==> src/rtl/reward_pkg.sv <==
// reward_pkg: shared state/type encodings, default grid size and LFSR step for the reward spawner.
package reward_pkg;
  typedef enum logic [1:0] {IDLE = 2'd0, COOLDOWN = 2'd1, DRAW = 2'd2, PRESENT = 2'd3} state_t;
  typedef enum logic [1:0] {NONE = 2'd0, PROTECT = 2'd1, SLOW = 2'd2, GRADE = 2'd3} reward_t;
  localparam int DEF_GRID_W = 40;
  localparam int DEF_GRID_H = 30;
  localparam logic [15:0] LFSR_MASK = 16'hB400;
  // A zero state would lock the Galois register, so it reloads the seed instead.
  function automatic logic [15:0] lfsr_next(input logic [15:0] s, input logic [15:0] seed);
    return s == 16'h0 ? seed : (s >> 1) ^ (s[0] ? LFSR_MASK : 16'h0);
  endfunction
endpackage

==> src/rtl/reward_lfsr16.sv <==
// reward_lfsr16: free-running 16-bit Galois LFSR (x^16+x^14+x^13+x^11+1) with seed reload on zero.
module reward_lfsr16 import reward_pkg::*; #(
  parameter logic [15:0] SEED = 16'hACE1
) (
  input  logic        clk,
  input  logic        rst,
  output logic [15:0] q
);
  logic [15:0] r_q;
  always_ff @(posedge clk or posedge rst)
    if (rst) r_q <= SEED;
    else     r_q <= lfsr_next(r_q, SEED);
  assign q = r_q;
endmodule

==> src/rtl/reward_spawner.sv <==
// reward_spawner: draws a random reward cell/type and holds it on the set_require/set_finish handshake.
// Optional display flashing near expiry is built when REWARD_BLINK_EN is defined.
module reward_spawner import reward_pkg::*; #(
  parameter int          GRID_W         = DEF_GRID_W,
  parameter int          GRID_H         = DEF_GRID_H,
  parameter int          COOLDOWN_TICKS = 8,
  parameter int          LIFETIME_TICKS = 40,
  parameter int          MAX_RETRY      = 64,
  parameter logic [15:0] SEED           = 16'hACE1
) (
  input  logic        clk,
  input  logic        rst,
  input  logic        clk_4Hz,
  input  logic        enable,
  input  logic [5:0]  head_x,
  input  logic [5:0]  head_y,
  input  logic        set_finish,
  output logic        set_require,
  output logic [1:0]  reward_type,
  output logic [5:0]  random_xpos,
  output logic [5:0]  random_ypos,
  output logic [15:0] dout,
  output logic        reward_blink
);
  localparam int TMAX = COOLDOWN_TICKS > LIFETIME_TICKS ? COOLDOWN_TICKS : LIFETIME_TICKS;
  localparam int CW   = $clog2(TMAX + 1);
  logic [15:0]   w_lfsr;
  logic [1:0]    r_sync;
  logic          r_prev, r_tick;
  state_t        r_state, w_state;
  logic [CW-1:0] r_cnt, w_cnt, w_cnt_inc;
  logic [6:0]    r_retry, w_retry, w_fx_sum;
  logic          r_req, w_req, w_ok, w_fb, w_life_done;
  logic [1:0]    r_type, w_type;
  logic [5:0]    r_x, w_x, r_y, w_y, w_fx;
  reward_lfsr16 #(.SEED(SEED)) u_lfsr (.clk(clk), .rst(rst), .q(w_lfsr));
  // clk_4Hz is asynchronous to clk; the registered edge lands 3 clk after its rise.
  always_ff @(posedge clk or posedge rst)
    if (rst) begin
      r_sync <= '0;
      r_prev <= 1'b0;
      r_tick <= 1'b0;
    end else begin
      r_sync <= {r_sync[0], clk_4Hz};
      r_prev <= r_sync[1];
      r_tick <= r_sync[1] & ~r_prev;
    end
  assign w_cnt_inc   = r_cnt + 1'b1;
  assign w_life_done = r_tick && w_cnt_inc == CW'(LIFETIME_TICKS);
  assign w_ok        = int'(w_lfsr[5:0]) < GRID_W && int'(w_lfsr[11:6]) < GRID_H &&
                       w_lfsr[13:12] != NONE && {w_lfsr[5:0], w_lfsr[11:6]} != {head_x, head_y};
  assign w_fb        = r_retry == 7'(MAX_RETRY);
  assign w_fx_sum    = 7'(head_x) + 7'(GRID_W / 2);
  assign w_fx        = 6'(w_fx_sum % 7'(GRID_W));
  always_comb begin
    w_state = r_state;
    w_cnt   = r_cnt;
    w_retry = r_retry;
    w_req   = r_req;
    w_type  = r_type;
    w_x     = r_x;
    w_y     = r_y;
    case (r_state)
      IDLE: begin
        w_cnt = '0;
        if (enable) w_state = COOLDOWN;
      end
      COOLDOWN: if (r_tick) begin
        w_cnt = w_cnt_inc;
        if (w_cnt_inc == CW'(COOLDOWN_TICKS)) begin
          w_state = DRAW;
          w_retry = '0;
        end
      end
      DRAW: if (w_fb || w_ok) begin
        w_state = PRESENT;
        w_cnt   = '0;
        w_req   = 1'b1;
        w_type  = w_fb ? PROTECT : w_lfsr[13:12];
        w_x     = w_fb ? w_fx : w_lfsr[5:0];
        w_y     = w_fb ? head_y : w_lfsr[11:6];
      end else w_retry = r_retry + 1'b1;
      PRESENT: if (set_finish || w_life_done) begin
        w_state = COOLDOWN;
        w_cnt   = '0;
        w_req   = 1'b0;
        w_type  = NONE;
      end else if (r_tick) w_cnt = w_cnt_inc;
      default: w_state = IDLE;
    endcase
    if (!enable) begin
      w_state = IDLE;
      w_cnt   = '0;
      w_retry = '0;
      w_req   = 1'b0;
      w_type  = NONE;
      w_x     = '0;
      w_y     = '0;
    end
  end
  always_ff @(posedge clk or posedge rst)
    if (rst) begin
      r_state <= IDLE;
      r_cnt   <= '0;
      r_retry <= '0;
      r_req   <= 1'b0;
      r_type  <= NONE;
      r_x     <= '0;
      r_y     <= '0;
    end else begin
      r_state <= w_state;
      r_cnt   <= w_cnt;
      r_retry <= w_retry;
      r_req   <= w_req;
      r_type  <= w_type;
      r_x     <= w_x;
      r_y     <= w_y;
    end
`ifdef REWARD_BLINK_EN
  logic r_blink, w_near;
  assign w_near = int'(w_cnt_inc) + 8 >= LIFETIME_TICKS;
  always_ff @(posedge clk or posedge rst)
    if (rst) r_blink <= 1'b0;
    else     r_blink <= (r_state == PRESENT && w_state == PRESENT) ? r_blink ^ (r_tick & w_near) : 1'b0;
  assign reward_blink = r_blink;
`else
  assign reward_blink = 1'b0;
`endif
  assign set_require = r_req;
  assign reward_type = r_type;
  assign random_xpos = r_x;
  assign random_ypos = r_y;
  assign dout        = w_lfsr;
endmodule

==> config.mk <==
export PLATFORM = sky130hd
export DESIGN_NAME = reward_spawner
export DESIGN_NICKNAME = d
export VERILOG_FILES = /design/src/rtl/reward_pkg.sv /design/src/rtl/reward_lfsr16.sv /design/src/rtl/reward_spawner.sv
export SDC_FILE = /design/constraint.sdc
export NUM_CORES = 1
export LEC_CHECK = 0
export CORE_MARGIN = 4
export CORE_UTILIZATION = 45
export CTS_CLUSTER_DIAMETER = 150
export DETAILED_ROUTE_END_ITERATION = 8
export HOLD_SLACK_MARGIN = 0.1
export MAX_ROUTING_LAYER = met4
export PLACE_DENSITY = 0.74
export SETUP_SLACK_MARGIN = 0.3
export SLEW_MARGIN = 20
export SYNTH_ARGS = -nofsm -noshare
export SYNTH_HDL_FRONTEND = slang
export SYNTH_SLANG_ARGS = --single-unit
==> constraint.sdc <==
create_clock -name clk -period 5.8 [get_ports clk]
set_clock_uncertainty 0.2 [all_clocks]
set_input_delay 1.16 -clock clk [delete_from_list [all_inputs] [get_ports clk]]
set_output_delay 1.16 -clock clk [all_outputs]
set_load 0.01 [all_outputs]
# After elaboration in Yosys (flattened, before gate mapping)
# Index checks and enable logic that the tools add are counted.
[totals]
regBits = 50
latch_bits = 0
mem_bits_rw = 0
rom_bits = 0
input_bits = 17
out_inout_bits = 32
wordCells = 84
n_memories = 0
[classes]
n_addsub = 3
mul = 0
div = 1
order_cmp = 2
n_eq_ne = 16
shift = 0
n_mux = 35
n_bitwise = 3
n_reduce_logical = 13
[op_table]
columns = ["op", "count"]
rows = [
  ["6-bit 2-to-1 mux", 12],
  ["16-bit 2-to-1 mux", 2],
  ["7-bit 2-to-1 mux", 4],
  ["6-bit case mux with 4 select lines", 1],
  ["2-bit 2-to-1 mux", 9],
  ["16-bit logical NOT", 1],
  ["15-bit by 16-bit XOR with 16-bit output", 1],
  ["3-bit != test (second input constant)", 5],
  ["7-bit case mux with 2 select lines", 1],
  ["12-bit != test", 1],
  ["2-bit case mux with 4 select lines", 1],
  ["4-bit AND reduction", 2],
  ["6-bit by 5-bit adder with 7-bit output (second input constant)", 1],
  ["7-bit by 1-bit adder with 7-bit output (second input constant)", 1],
  ["7-bit == test (second input constant)", 1],
  ["7-bit by 6-bit remainder unit with 7-bit output (second input constant)", 1],
  ["6-bit by 1-bit adder with 6-bit output (second input constant)", 1],
  ["6-bit by 4-bit == test with 1-bit output (second input constant)", 1],
  ["6-bit == test (second input constant)", 1],
  ["6-bit by 5-bit less-than comparator with 1-bit output (second input constant)", 1],
  ["6-bit less-than comparator (second input constant)", 1],
  ["3-bit by 1-bit != test with 1-bit output (second input constant)", 2],
  ["2-bit == test (second input constant)", 2],
  ["1-bit logical AND", 4],
  ["other kinds (12)", 16],
]

# Depth between registers and ports, before layout
# Gate-level depths: netlist of the first run.
[depth]
depth_word = 8
ltp_mapped = 10
ltp_nobuf = 10

# Hierarchy
# From an unflattened synthesis of the first run, not the netlist that was laid out.
[hier_totals]
hier_cells = 284
area_unflattened_um2 = 2902.8
[by_module_without_submodules]
columns = ["mod", "n_inst", "cells_each", "area_per_inst_um2", "seq_area_each_um2"]
rows = [
  ["reward_spawner", 1, 235, 2230.9, 850.8],
  ["reward_lfsr16", 1, 49, 671.9, 410.4],
]

# Worst setup path after synthesis of the first run
# Ideal clock, no wire load.
[synth_timing]
kind = "input-to-reg"
startpoint = "input head_x[2]"
endpoint = "register r_x[3] (netlist: random_xpos[3])"
setup_ps = 65
arrival_ps = 3074
t_required_ps = 5535
slack_ps = 2460
path_stages = 10
cell_sequence = "ha_1 > nand2_1 > a211oi_1 > nor3_1 > ha_1 > a21o_1 > o41a_1 > or3_1 > a31oi_1 > a22o_1"
[synth_between]
elab_chain_len = 6
elab_cells_between_ends = 11
cone_classes = "add/sub (1); div (1); eq/ne (2); mux (4); reduce/logical (3)"
[synth_lines]
columns = ["element", "line_no", "text"]
rows = [
  ["start: declaration", "reward_spawner.sv:15", "input logic [5:0] head_x,"],
  ["6-bit by 5-bit adder with 7-bit output", "reward_spawner.sv:53", "assign w_fx_sum = 7'(head_x) + 7'(GRID_W / 2);"],
  ["7-bit by 6-bit remainder unit with 7-bit output", "reward_spawner.sv:54", "assign w_fx = 6'(w_fx_sum % 7'(GRID_W));"],
  ["6-bit 2-to-1 mux", "reward_spawner.sv:80", "w_x = w_fb ? w_fx : w_lfsr[5:0];"],
  ["6-bit 2-to-1 mux", "reward_spawner.sv:75", "DRAW: if (w_fb || w_ok) begin"],
  ["6-bit 2-to-1 mux", "reward_spawner.sv:63", "case (r_state)"],
  ["6-bit 2-to-1 mux", "reward_spawner.sv:91", "if (!enable) begin"],
  ["end signal: assignment", "reward_spawner.sv:116", "r_x <= w_x;"],
  ["end: declaration", "reward_spawner.sv:35", "logic [5:0] r_x, w_x, r_y, w_y, w_fx;"],
]
# Several ways; a longest one is shown, not always the timed one. The select of a mux whose other input is x is not followed.
# A chain may end at the register's enable or synchronous reset.

# Final worst setup path of the first run
# Ends and elaborated chain as after synthesis.

==> metrics.md, run 1 <==
| Metric | Value |
|---|---|
| Setup repair after global routing missed its margin | `false` |
| Areal power density over the cells | `~220 nW/um^2` |
| Mean instance size in the synthesized netlist | `10.54 sq um` |
| Number of cell instances on the worst register-to-register path | `6` |
| Final-layout setup total negative slack | `0 ns` |
| Detailed-route wire length per cell | `between 15 and 20 um` |
| Via count of the first global-routing pass | `between 2000 and 2500` |
| DRT Pass-1 Iters | `4` |
| CP cell instances | `clkdlybuf4s50_1, ha_1, nand2_1, a211oi_1, nor3_1, ha_1, a21o_1, o41a_1, or3_1, a31oi_1, a22o_1` |
| Layout net count | `331` |
| Pleak | `0.001388 uW` |
| Clock slew seen by the registers of the worst setup and hold paths | `~0.09 ns` |
| Die X-Extent | `roughly 86 um` |
| Warning count from the yosys run | `0` |
| Shortest clock period the worst path allows after layout | `4.039 ns` |
| Critical Path AT | `around 4.1 ns` |
| Prevailing post-synth register cell | `sky130_fd_sc_hd__dfrtp_1` |
| Result of the run | `finished clean` |
| # DRC | `0` |
| Number of sinks driven by the clock tree | `50` |
| Total number of vias | `~2100` |
| Period utilization | `0.6964` |
| Int Pwr | `roughly 530 uW` |
| Max IR drop VDD | `around 0.00012 V` |
| Fmax | `247.6 MHz` |
| Most numerous cell types in the synthesized netlist | `sky130_fd_sc_hd__dfrtp_1, sky130_fd_sc_hd__nand2_1, sky130_fd_sc_hd__nor2_1` |
| Instance count of the mapped netlist | `around 260` |
| Post-DR vias/cell | `5.618` |
| Switching part of the total | `0.2844` |
| Die extent in y | `between 80 and 90 um` |
| Number of cell rows | `28` |
| Critical hold path startpoint | `r_sync[0]$_DFF_PP0_` |
| Max clock buf depth | `2` |
| Worst-skew pair later-pin latency | `about 0.3 ns` |
| Post-Route Utilization | `0.5664` |
| Hold buffers post-CTS | `0` |
| Post-synthesis to final-layout area growth | `21.72%` |
| Largest stage delay on the critical path | `0.65 ns` |
| Final Wtd Congestion | `0.8416` |
| Main area contributors after synthesis | `sky130_fd_sc_hd__dfrtp_1, sky130_fd_sc_hd__dfstp_2, sky130_fd_sc_hd__mux2i_1, sky130_fd_sc_hd__ha_1, sky130_fd_sc_hd__xnor2_1` |
| Initial DRC count | `94` |
| Global Route Usage Sum | `0.1875` |
| Die area | `roughly 7500 sq um` |
| Sum of net half-perimeters after detailed placement | `4704 um` |
| Wire length of the first global-routing pass | `approximately 11000 um` |
| Max_slew headroom | `0.2696` |
| TritonCTS clock tree | `built` |
| Antenna Cells | `0` |
| Final hold violation count | `0` |
| Required time of the critical path | `roughly 5.8 ns` |
| Highest fanout seen on the critical path | `8` |
| Part of the power in combinational logic | `0.192` |
| Final max-slew violation count | `0` |
| Number of top-level design ports | `slightly below 50` |
| Share of the synthesized area in the top cell type | `0.3792` |
| Type of the worst min-delay path | `register to register` |
| Count of buffers added by post-CTS timing repair for setup | `0` |
| Setup crit start kind | `input pin` |
| Yosys top cell by area | `sky130_fd_sc_hd__dfrtp_1` |
| Fin cells | `380` |
| Worst setup slack after layout | `about 1.8 ns` |
| Tightest Pin Transition | `1.096 ns` |
| Core area | `~6000 sq um` |
| Crit-path most repeated cell | `sky130_fd_sc_hd__ha_1` |
| Worst setup slack for register-to-register paths | `between 2 and 3 ns` |
| Share of total power in the clock network | `0.307` |
| Global route overflow | `0` |
| Async set-reset flop share out of synthesis | `1.000` |
| Quantity of gates resized following cts | `0` |
| Inst Count DP | `approximately 370` |
| Net count after synthesis | `slightly below 300` |
| Post-Route WL | `between 6000 and 7000 um` |
| Largest net degree at the start of global routing | `51` |
| Slowest stage cell, crit path | `sky130_fd_sc_hd__clkdlybuf4s50_1` |
| Beginning of the worst register-to-register path | `u_lfsr.q[0]$_DFF_PP1_` |
| Initial antenna violation count | `0` |
| Count of flip-flops with a built-in enable after synthesis | `0` |
| Num CTS Buffers | `5` |
| Count of input and output buffers | `47` |
| Critical Setup Path Class | `input pin to register` |
| R2r endpoint | `random_xpos[4]$_DFFE_PP0P_` |
| Layout cell share with drive strength beyond 1 | `0.09836` |
| Remaining antenna violation count | `0` |
| Seq pwr share | `0.501` |
| Syn Std Cell Area | `approximately 2800 sq um` |
| CP Capture Type | `register` |
| Switching power | `roughly 210 uW` |
| Number of levels in the clock H-tree | `2` |
| Worst Hold Path EP | `r_sync[1]$_DFF_PP0_` |
| Dominant cell by count in the synthesized netlist | `sky130_fd_sc_hd__dfrtp_1` |
| Number of synthesized register bits | `50` |
| Number of different library cells in the post-synthesis netlist | `slightly below 60` |
| Post-placement worst setup slack | `roughly 1.5 ns` |
| Clock root buffer | `sky130_fd_sc_hd__clkbuf_8` |
| Fill count | `approximately 530` |
| Register area share after synthesis | `0.4551` |
| Starting Density | `0.4653` |
| Instance count along the most critical hold path | `0` |
| Max-cap violation count | `0` |
| Final setup viols | `0` |
[state kept, by name (all words and copies together), names as in the netlist]
signal / cells
r_cnt: 6
r_prev: 1
r_retry: 7
r_state: 2
r_sync: 2
r_tick: 1
random_xpos: 6
random_ypos: 6
reward_type: 2
set_require: 1
u_lfsr.q: 16
[critical path, delay by kind of cell]
| family | cells | cell delay (ns) |
|---|---|---|
| AO/OA/AOI/OAI | 5 | 1.27 |
| adder cells (fa/ha/maj) | 2 | 0.46 |
| buffers and inverters | 1 | 0.65 |
| AND/OR/NAND/NOR | 3 | 0.54 |
[power groups by stage]
stage	clock, uW	sequential (uW)	combinational [uW]
floorplan	0	378	96.9
detailed placement	0	379	143
finish	228	372	143
CTS	234	372	143
global placement	0	378	138
global route	251	374	160
[routing by layer]
layer	share of wire	track usage	up-vias
li1	-	-	1035
met1	0.46	0.2431	1056
met2	0.50	0.3102	38
met3	0.033	0.03137	6
met4	0.0082	0.04108	0
met5	0	-	-
[kinds of logic (layout without fill, tap and decap cells)]
group                      Yosys count  count (layout)  synth area share
adders and majority gates           10              10           0.04515
DFF                                 50              50            0.4551
buffers and inverters               26              68           0.04243
muxes                               14              14           0.05237
AOI/OAI and AO/OA                   63              63            0.1716
xor gates and xnor gates            15              15           0.05553
and+or+nand+nor                     84              84            0.1765
other                                1               1          0.001353
[per-stage QoR]
step	area (sq um)	hold WS, ns	power [uW]
after detailed placement	3267	0.1564	521.7
after CTS	3372	0.1762	749.5
after global placement	3267	0.1353	516.4
after global routing	3373	0.1925	785.0
after floorplan	2771	0.1312	475.1
final	3373	0.1714	743.1
[layout by cell type (no fill, tap or decap), drive strengths merged, types with 3 or more instances in the layout]
cell type / n
xnor2: 14
nand2: 14
inv: 12
o2bb2ai: 9
or3: 6
nand2b: 10
and3: 4
nand3: 5
a21boi: 3
a22o: 7
o21ai: 14
mux2i: 13
clkdlybuf4s50: 47
a21oi: 10
and2: 5
dfstp: 8
o21a: 3
dfrtp: 42
ha: 10
clkbuf: 7
nor2: 14
nand4: 5
nor4: 7
[worst max path at each step]
stage	startpoint	endpoint	slack, ns	cells past startpoint
after floorplan	head_x[2]	random_xpos[3]$_DFFE_PP0P_	2.46	10
after global placement	head_x[2]	random_xpos[3]$_DFFE_PP0P_	1.67	11
after detailed placement	head_x[2]	random_xpos[3]$_DFFE_PP0P_	1.51	11
after CTS	head_x[2]	random_xpos[3]$_DFFE_PP0P_	1.81	11
after global routing	head_x[2]	random_xpos[3]$_DFFE_PP0P_	1.68	11
final	head_x[2]	random_xpos[3]$_DFFE_PP0P_	1.76	11
[final cells by class]
class / count / area, sq um / share of cell area
multi-input cells: 187 / 1393 / 0.4128
flip-flops and latches: 50 / 1261 / 0.3739
repair buffers: 47 / 470.5 / 0.1395
clock buffers: 7 / 96.34 / 0.02856
well taps: 75 / 93.84 / 0.02782
inverters: 13 / 50.05 / 0.01484
clock inverters: 1 / 8.758 / 0.002596
Power figures use the tool's default switching activity.
==> run 2, diff against run 1 <==
--- a/config.mk
+++ b/config.mk
@@ -11,7 +11,7 @@
 export DETAILED_ROUTE_END_ITERATION = 8
 export HOLD_SLACK_MARGIN = 0.1
 export MAX_ROUTING_LAYER = met4
-export PLACE_DENSITY = 0.74
+export PLACE_DENSITY = 0.77
 export SETUP_SLACK_MARGIN = 0.3
 export SLEW_MARGIN = 20
 export SYNTH_ARGS = -nofsm -noshare
==> constraint.sdc (replaced) <==
create_clock -name clk -period 3.5 [get_ports clk]
set_clock_uncertainty 0.2 [all_clocks]
set_input_delay 0.7 -clock clk [delete_from_list [all_inputs] [get_ports clk]]
set_output_delay 0.7 -clock clk [all_outputs]
set_load 0.01 [all_outputs]
==> run 2 against run 1 <==
Effect of this change: sequential share of layout area is 0.67 points lower; critical endpoint unchanged; via count is 1.1% higher; worst setup slack worse by 1.3 ns; critical path type unchanged; total power is 60% higher; global-route usage is 0.38 points lower; core utilization is 1.0 points higher; register-to-register slack worse by 1.9 ns; final area is 1.8% higher.
==> metrics.md, run 2 (synthesis results as in run 1) <==
| Metric | Value |
|---|---|
| Result of the run | `finished clean` |
| Number of levels in the clock H-tree | `2 (unchanged)` |
| # DRC | `0 (unchanged)` |
| Clock root buffer | `sky130_fd_sc_hd__clkbuf_8` |
| Clock slew seen by the registers of the worst setup and hold paths | `0.09 ns (about the same)` |
| Worst setup slack after layout | `0.4405 ns (-1.321 ns)` |
| Seq pwr share | `0.519 (+0.018)` |
| Global Route Usage Sum | `0.1837 (-0.003818)` |
| Areal power density over the cells | `346.6 nW/um^2 (+57%)` |
| Via count of the first global-routing pass | `2237 (+2.9%)` |
| Final standard cell area without fillers | `3435 sq um (+1.8%)` |
| Top library cells by usage in the layout, fill and taps aside | `sky130_fd_sc_hd__clkdlybuf4s50_1, sky130_fd_sc_hd__dfrtp_1, sky130_fd_sc_hd__nand2_1` |
| Post-DR vias/cell | `5.562 (-1.0%)` |
| Critical Path AT | `3.11 ns (-0.97 ns)` |
| Share of total power in the clock network | `0.277 (-0.030)` |
| Max_slew headroom | `0.5489 (+0.2793)` |
| Post-placement worst setup slack | `0.02297 ns (-1.489 ns)` |
| Final Wtd Congestion | `0.8496 (+0.95%)` |
| Count of input and output buffers | `47 (unchanged)` |
| Category of cells accounting for the largest share of critical-path delay | `compound AO/OA/AOI/OAI gates` |
| Initial antenna violation count | `0 (unchanged)` |
| Fmax | `about 330 MHz` |
| Die area | `7478 sq um (unchanged)` |
| Sum of net half-perimeters after detailed placement | `4668 um (-0.77%)` |
| Number of cell rows | `28 (unchanged)` |
| Final max-slew violation count | `0 (unchanged)` |
| Period utilization | `0.8741` |
| Number of top-level design ports | `49 (unchanged)` |
| Switching part of the total | `0.2902 (+0.005834)` |
| Highest fanout seen on the critical path | `7 (-1)` |
| Initial DRC count | `80 (-15%)` |
| Largest register FFs | `16 (unchanged)` |
| Post-synthesis to final-layout area growth | `23.93%` |
| CP Capture Type | `register` |
| Die X-Extent | `86.48 um (unchanged)` |
| Final Hold Slack | `0.1675 ns (-0.003882 ns)` |
| Critical Setup Path Class | `input pin to register` |
| Setup repair after global routing missed its margin | `false` |
| Global route overflow | `0 (unchanged)` |
| Total placed instance area | `3327 sq um (+1.8%)` |
| Max IR drop VDD | `0.0002599 V (+120%)` |
| Max clock buf depth | `2 (unchanged)` |
| Critical Path Stages | `11 (unchanged)` |
| Die extent in y | `86.48 um (unchanged)` |
| DRT Pass-1 Iters | `4 (unchanged)` |
| Post-Route WL | `6202 um (-2.4%)` |
| Final setup viols | `0 (unchanged)` |
| Antenna Cells | `0 (unchanged)` |
| Total number of vias | `2158 (+1.1%)` |
| Layout net count | `339 (+2.4%)` |
| Count of buffers added by post-CTS timing repair for setup | `0 (unchanged)` |
| Instance count along the most critical hold path | `0 (unchanged)` |
| Crit path buffers/inverters | `2 (+1)` |
| Setup crit start kind | `input pin` |
| Worst-skew pair later-pin latency | `0.30 ns (about the same)` |
| Pleak | `0.001417 uW (+2.1%)` |
| Final hold violation count | `0 (unchanged)` |
| Num CTS Buffers | `5 (unchanged)` |
| Hold buffers post-CTS | `0 (unchanged)` |
| Core area | `5956 sq um (unchanged)` |
| Part of the power in combinational logic | `0.205 (+0.013)` |
| Max-cap violation count | `0 (unchanged)` |
| Starting Density | `0.4653 (unchanged)` |
| Largest net degree at the start of global routing | `26 (-49%)` |
| Layout cell share with drive strength beyond 1 | `0.1310 (+0.03263)` |
| TritonCTS clock tree | `built` |
| Type of the worst min-delay path | `register to register` |
| CP cell instances | `clkdlybuf4s50_1, buf_4, ha_4, and3_4, nor3_1, ha_1, a21o_1, o41a_1, or3_1, a31oi_1, a22o_1` |
| Quantity of gates resized following cts | `0 (unchanged)` |
| Largest stage delay on the critical path | `0.48 ns (-0.17 ns)` |
| Remaining antenna violation count | `0 (unchanged)` |
| Most common library cell in the layout ignoring fill and taps | `sky130_fd_sc_hd__clkdlybuf4s50_1` |
| Required time of the critical path | `3.55 ns (-2.29 ns)` |
| Post-Route Utilization | `0.5767 (+0.01029)` |
| Switching power | `345.5 uW (+64%)` |
| Int Pwr | `845.0 uW (+59%)` |
| Wire length of the first global-routing pass | `10700 um (-1.1%)` |
| Number of cell instances on the worst register-to-register path | `8 (+2)` |
| Detailed-route wire length per cell | `15.98 um (-4.4%)` |
| Number of sinks driven by the clock tree | `50 (unchanged)` |
| Final-layout setup total negative slack | `0 ns (unchanged)` |
| Tightest Pin Transition | `0.6767 ns (-0.4189 ns)` |
| Slowest stage cell, crit path | `sky130_fd_sc_hd__clkdlybuf4s50_1` |
| Shortest clock period the worst path allows after layout | `a little over 3 ns` |
==> run 2: cell types whose count changed in the layout (fill, tap and decap cells not counted), sizes merged <==
cell,previous run,this run
buf,0,8
clkbuf,7,6
inv,12,13
==> run 2: metal layers <==
layer,vias up,global-route usage,share of wire
met5,-,-,0
met4,0,0.03683,0.0079
met3,7,0.03232,0.033
met2,39,0.2962,0.48
met1,1062,0.2450,0.48
li1,1050,-,-
==> run 2: final cells by class <==
cell class	instances	area, sq um
Timing Repair Buffer	55	530.5
Tap cell	75	93.84
Inverter	13	48.80
Fill cell	520	2521
Clock inverter	2	10.01
Multi-Input combinational cell	187	1418
Sequential cell	50	1261
Clock buffer	6	72.57
==> run 2: power by group through the flow <==
stage	Clock [uW]	Combinational, uW	Sequential (uW)
CTS	333	243	618
detailed placement	0	242	629
global placement	0	235	628
floorplan	0	160	627
global route	361	275	621
finish	329	244	618
==> run 2: final timing paths <==
path	start	endpoint	slack (ns)
worst max-delay path	head_x[2]	random_xpos[3]$_DFFE_PP0P_	0.44
worst min register to register	r_sync[0]$_DFF_PP0_	r_sync[1]$_DFF_PP0_	0.17
min in group asynchronous	rst	r_state[0]$_DFFE_PP0P_	0.55
worst min-delay path	r_sync[0]$_DFF_PP0_	r_sync[1]$_DFF_PP0_	0.17
max in group asynchronous	rst	u_lfsr.q[5]$_DFF_PP1_	1.88
worst max register to register	r_state[0]$_DFFE_PP0P_	r_retry[5]$_DFFE_PP0P_	1.12
==> run 2: metrics by stage <==
stage | std cells | power [uW]
floorplan | 263 | 787.2
global placement | 380 | 862.4
detailed placement | 380 | 870.8
CTS | 388 | 1194
global route | 388 | 1257
finish | 388 | 1191
